$ cat config.mk
export PLATFORM = sky130hd
export DESIGN_NAME = icw_initialization_sequencer
export DESIGN_NICKNAME = d
export VERILOG_FILES = /design/src/rtl/icw_initialization_sequencer.sv
export SDC_FILE = /design/constraint.sdc
export NUM_CORES = 1
export LEC_CHECK = 0
export ABC_CLOCK_PERIOD_IN_PS = 1050
export BUFFER_PORTS_ARGS = -buffer_cell sky130_fd_sc_hd__buf_4
export CORE_ASPECT_RATIO = 0.7
export CORE_MARGIN = 2
export CORE_UTILIZATION = 45
export DETAILED_ROUTE_END_ITERATION = 7
export PLACE_DENSITY = 0.71
export SYNTH_ARGS = -nofsm -noshare
export SYNTH_HDL_FRONTEND = slang
export SYNTH_SLANG_ARGS = --single-unit
export TNS_END_PERCENT = 10
$ cat constraint.sdc
create_clock -name clock -period 1.05 [get_ports clock]
set_clock_uncertainty 0.05 [all_clocks]
set_input_delay 0.105 -clock clock [delete_from_list [all_inputs] [get_ports clock]]
set_output_delay 0.105 -clock clock [all_outputs]
set_load 0.005 [all_outputs]
$ cat src/rtl/icw_initialization_sequencer.sv
// icw_initialization_sequencer
// Decodes CPU writes into ICW1-ICW4 / OCW1-OCW3 for the 8259A control logic,
// tracks the ICW sequence with a small FSM and holds the ICW configuration.
// Optional feature macro: ICW_SEQUENCE_ERROR_EN adds a sticky sequence_error
// output flagging a0=0 non-ICW1 writes received before initialization ends.
module icw_initialization_sequencer #(
    parameter int VECTOR_WIDTH  = 5,
    parameter int CASCADE_WIDTH = 8
) (
    input  logic                     clock,
    input  logic                     reset_n,
    input  logic                     write_enable,
    input  logic                     a0,
    input  logic [7:0]               internal_data_bus,
    output logic                     write_initial_command_word_1,
    output logic                     write_initial_command_word_2,
    output logic                     write_initial_command_word_3,
    output logic                     write_initial_command_word_4,
    output logic                     write_operation_control_word_1,
    output logic                     write_operation_control_word_2,
    output logic                     write_operation_control_word_3,
    output logic                     level_or_edge_triggered_config,
    output logic                     call_address_interval_4_or_8_config,
    output logic                     single_or_cascade_config,
    output logic [VECTOR_WIDTH-1:0]  interrupt_vector_address,
    output logic [CASCADE_WIDTH-1:0] cascade_device_config,
    output logic                     special_fully_nest_config,
    output logic                     buffered_mode_config,
    output logic                     buffered_master_or_slave_config,
    output logic                     auto_eoi_config,
    output logic                     u8086_or_mcs80_config,
    output logic                     initialization_complete
`ifdef ICW_SEQUENCE_ERROR_EN
    ,
    output logic                     sequence_error
`endif
);

    typedef enum logic [2:0] {
        UNINIT    = 3'd0,
        WAIT_ICW2 = 3'd1,
        WAIT_ICW3 = 3'd2,
        WAIT_ICW4 = 3'd3,
        READY     = 3'd4
    } state_t;

    state_t     state;
    state_t     next_state;
    logic       ic4;
    logic [4:0] icw4_bits;

    logic is_icw1;
    logic data_write;
    logic icw2_next, icw3_next, icw4_next;
    logic ocw1_next, ocw2_next, ocw3_next;
    logic error_set;

    // ICW1 restarts the sequence from any state; a0=1 writes carry ICW2-4/OCW1
    always_comb begin
        is_icw1    = write_enable & ~a0 & internal_data_bus[4];
        data_write = write_enable & a0;
    end

    // State register
    always_ff @(posedge clock) begin
        if (!reset_n) state <= UNINIT;
        else          state <= next_state;
    end

    // Next-state logic: skip ICW3 in single mode and ICW4 when IC4 is clear
    always_comb begin
        next_state = state;
        if (is_icw1) begin
            next_state = WAIT_ICW2;
        end else if (data_write) begin
            case (state)
                WAIT_ICW2: begin
                    if (!single_or_cascade_config) next_state = WAIT_ICW3;
                    else if (ic4)                  next_state = WAIT_ICW4;
                    else                           next_state = READY;
                end
                WAIT_ICW3: next_state = ic4 ? WAIT_ICW4 : READY;
                WAIT_ICW4: next_state = READY;
                default:   next_state = state;
            endcase
        end
    end

    // Output decode: which strobe the current write will raise next cycle
    always_comb begin
        icw2_next = data_write & (state == WAIT_ICW2);
        icw3_next = data_write & (state == WAIT_ICW3);
        icw4_next = data_write & (state == WAIT_ICW4);
        ocw1_next = data_write & (state == READY);
        ocw2_next = write_enable & ~a0 & (internal_data_bus[4:3] == 2'b00) & (state == READY);
        ocw3_next = write_enable & ~a0 & (internal_data_bus[4:3] == 2'b01) & (state == READY);
        error_set = write_enable & ~a0 & ~internal_data_bus[4] & (state != READY);
    end

    // Registered one-cycle strobes
    always_ff @(posedge clock) begin
        if (!reset_n) begin
            write_initial_command_word_1   <= 1'b0;
            write_initial_command_word_2   <= 1'b0;
            write_initial_command_word_3   <= 1'b0;
            write_initial_command_word_4   <= 1'b0;
            write_operation_control_word_1 <= 1'b0;
            write_operation_control_word_2 <= 1'b0;
            write_operation_control_word_3 <= 1'b0;
        end else begin
            write_initial_command_word_1   <= is_icw1;
            write_initial_command_word_2   <= icw2_next;
            write_initial_command_word_3   <= icw3_next;
            write_initial_command_word_4   <= icw4_next;
            write_operation_control_word_1 <= ocw1_next;
            write_operation_control_word_2 <= ocw2_next;
            write_operation_control_word_3 <= ocw3_next;
        end
    end

    // ICW configuration storage; ICW1 clears ICW3/ICW4 so skipped words read 0
    always_ff @(posedge clock) begin
        if (!reset_n) begin
            level_or_edge_triggered_config      <= 1'b0;
            call_address_interval_4_or_8_config <= 1'b0;
            single_or_cascade_config            <= 1'b0;
            ic4                                 <= 1'b0;
            interrupt_vector_address            <= '0;
            cascade_device_config               <= '0;
            icw4_bits                           <= 5'd0;
        end else if (is_icw1) begin
            level_or_edge_triggered_config      <= internal_data_bus[3];
            call_address_interval_4_or_8_config <= internal_data_bus[2];
            single_or_cascade_config            <= internal_data_bus[1];
            ic4                                 <= internal_data_bus[0];
            cascade_device_config               <= '0;
            icw4_bits                           <= 5'd0;
        end else begin
            if (icw2_next) interrupt_vector_address <= internal_data_bus[7 -: VECTOR_WIDTH];
            if (icw3_next) cascade_device_config    <= internal_data_bus[CASCADE_WIDTH-1:0];
            if (icw4_next) icw4_bits                <= internal_data_bus[4:0];
        end
    end

    // ICW4 field breakout and READY indication
    always_comb begin
        special_fully_nest_config       = icw4_bits[4];
        buffered_mode_config            = icw4_bits[3];
        buffered_master_or_slave_config = icw4_bits[2];
        auto_eoi_config                 = icw4_bits[1];
        u8086_or_mcs80_config           = icw4_bits[0];
        initialization_complete         = (state == READY);
    end

`ifdef ICW_SEQUENCE_ERROR_EN
    // Sticky error flag, cleared only by ICW1 or reset
    always_ff @(posedge clock) begin
        if (!reset_n)       sequence_error <= 1'b0;
        else if (is_icw1)   sequence_error <= 1'b0;
        else if (error_set) sequence_error <= 1'b1;
    end
`else
    // Error detection is not built; keep the decode term referenced
    logic unused_error;
    always_comb unused_error = error_set;
`endif

endmodule

==> impl_results.md <==
- Largest family of logic cells by synthesized area: simple AND/OR/NAND/NOR gates
- Core area: 2820 um^2
- Failing checks: negative setup slack
- Unrepaired setup endpoints after global routing: yes
- Post-synth top area share: 47.7%
- Root Driver: clkbuf_8
- Post-Synth Simple-Gate Area: 23.3%
- Final Hold Fails: 0
- Leakage: 0.868 nW
- Post-synth net total: 149
- CP arrival: 1.13 ns
- Pwr dens: 1310 nW/um^2
- I/O pins: 41
- DRT Pass-1 Iters: 4
- Via density: 5.37
- Most common cell in the netlist: dfxtp_1
- Num Clock Sinks: 32
- CTS Buffer Depth: 2
- Crit start category: flop
- Vias in the first global route: 1,336
- Status: complete, but fails checks
- CTS Buf Count: 5
- Via count: 1,284
- Max Freq: 781 MHz
- Setup ws final: -0.231 ns
- ANT cells: 0
- Adder-cell share of the synthesized area: 0%
- Iter 0 DRT Violations: 140
- Area growth from synthesis to layout: 49.0%
- Synthesized instance count: 137
- Final Cycle Share: 122%
- List of most frequent post-synthesis cells: dfxtp_1 (32), o21ai_0 (13), a21oi_1 (12)
- Hold Worst Slack: 0.0369 ns
- Share of flip-flops with an asynchronous set or reset: 0%
- Crit Path Category: reg -> out
- Min-Delay Path Class: in -> reg
- Compound-cell area share of the yosys netlist: 14.5%
- Initial antenna violation count: 0
- Synth warn: 0
- CP Data Required Time: 0.89 ns
- Setup violators final: 27
- # DRC: 0
- Most used DFF post-synth: dfxtp_1
- Synth Cell Area: 1340 um^2
- Synth cell types: 38
- Synth area leader: dfxtp_1
- Clock latency on the worst-skew pair: 0.28 ns
- Mux cell area share after synthesis: 6.71%
- TritonCTS clock tree: built
- Final Critical Period: 1.28 ns
- Worst-path clk slew: 0.07 ns
- Crit path max fanout: 2
- Post-synthesis sequential area ratio: 47.7%
- Total GRT Usage: 23.0%
- Total congestion overflow: 0
- DR WL/cell: 15.4 um
- Fillers: 229
- VDD IR-drop max: 0.648 mV
- Die Width: 69.3 um
- Max-cap violation count: 0
- Relative slew slack: 79.6%
- First-pass GRT wire length: 6.12 mm
- Routed Antenna Nets: 0
- Synth top area cells: dfxtp_1 (48%), mux2i_1 (6.7%), o21ai_0 (4.8%)
- Synthesis-stage register bit count: 32
- Final Max Tran Viols: 0
- Full die area: 3440 um^2
- Largest net degree at the start of global routing: 16
- Share of cells above drive strength 1: 44.8%
- Die height: 49.7 um
- Gp weighted congestion: 0.894
- H-tree levels: 2
- Post-Place Setup Slack: -0.197 ns
- Worst slew pin tran: 0.305 ns
- DP HPWL: 2.62 mm
- Number of synthesized flops with an enable pin: 0
- Starting density of the core: 47.6%
- Routed WL: 3.69 mm
- Average cell area after synthesis: 9.80 um^2
- Crit end category: primary output
- Total power: 2.62 mW
- Num rows: 16
- Post-synthesis xor/xnor area fraction: 0%
- Layout net count: 214
- Port Buf Inserts: 40
-- per-layer routing --
layer  vias up  share of wire [%]  GRT usage, %
met4         0                1.5          8.82
met1       607                 43          28.0
met2        48                 49          39.3
met3         7                6.5          5.93
li1        622                  -             -
met5         -                  0             0
-- worst paths after layout --
check                                            from                                        to  slack [ns]  cells past startpoint
min reg2reg  interrupt_vector_address[3]$_SDFFE_PN0P_  interrupt_vector_address[3]$_SDFFE_PN0P_        0.41                      2
max                             state[1]$_SDFFE_PP0P_                   initialization_complete       -0.23                      4
max reg2reg                     state[1]$_SDFFE_PP0P_     cascade_device_config[6]$_SDFFE_PP0P_       -0.18                      5
min                              internal_data_bus[1]     single_or_cascade_config$_SDFFE_PN0N_        0.04                      3
-- area by class of cell --
type                            instances  area (um^2)  area share (%)
Clock inverter                          2         35.0            1.75
Clock buffer                            6         72.6            3.63
Sequential cell                        32          648            32.4
Tap cell                               36         45.0            2.25
Timing Repair Buffer                   67          546            27.3
Inverter                                5         18.8           0.938
Multi-Input combinational cell         91          636            31.8
-- critical path: stages (launching register included) --
cell and delay, ns:
dfxtp_2 0.33, buf_6 0.12, nor3b_4 0.18, buf_4 0.14, buf_6 0.08
-- logic make-up (layout without fill, tap and decap cells) --
logic type / count (synthesis) / in the layout
muxes: 9 / 9
buffers and inverters: 14 / 80
AOI/OAI and AO/OA: 33 / 33
DFF: 32 / 32
and+or+nand+nor: 49 / 49
-- registers in the layout, summed over array words and instances, names as in the netlist --
| signal | cells |
|---|---|
| write_initial_command_word_4 | 1 |
| interrupt_vector_address | 5 |
| write_initial_command_word_2 | 1 |
| ic4 | 1 |
| icw4_bits | 5 |
| write_initial_command_word_1 | 1 |
| write_operation_control_word_2 | 1 |
| state | 3 |
| single_or_cascade_config | 1 |
| level_or_edge_triggered_config | 1 |
| write_operation_control_word_1 | 1 |
| write_initial_command_word_3 | 1 |
| call_address_interval_4_or_8_config | 1 |
| write_operation_control_word_3 | 1 |
| cascade_device_config | 8 |
-- where the power goes --
group | internal, mW | switching, mW | leakage (nW)
Combinational | 0.111 | 0.123 | 0.553
Clock | 0.703 | 0.442 | 0.0552
Sequential | 1.23 | 0.0147 | 0.260
-- through the flow --
stage | util (%) | instance area (um^2) | setup TNS [ns] | instances
detailed placement | 64.2 | 1810 | -2.73 | 227
CTS | 70.4 | 1990 | -3.53 | 239
finish | 70.9 | 2000 | -3.48 | 239
floorplan | - | 1360 | -0.329 | 137
global route | 70.9 | 2000 | -4.95 | 239
global placement | 64.2 | 1810 | -1.67 | 227
-- what timing repair did --
action | in CTS | in global routing
setup endpoints to repair | 28 | 29
pin swaps | 4 | 4
resized for setup | 10 | 3
hold buffers | 1 | 0
buffers inserted | 3 | 0
endpoints found under the hold margin | 1 | 0
-- cells in the final DEF, fill, tap and decap left out, types with 2 or more instances in the layout --
master     n
buf_4     60
buf_12     2
mux2i_1    9
nand2_1   11
o21ai_0   12
nand3_1   10
dfxtp_1   28
dfxtp_2    3
nor2b_1    2
nand4_1    4
a21oi_1   12
inv_1      4
nor3_1     2
nor2_1     6
clkbuf_8   5
buf_6      4
(Power assumes the default switching activity.)
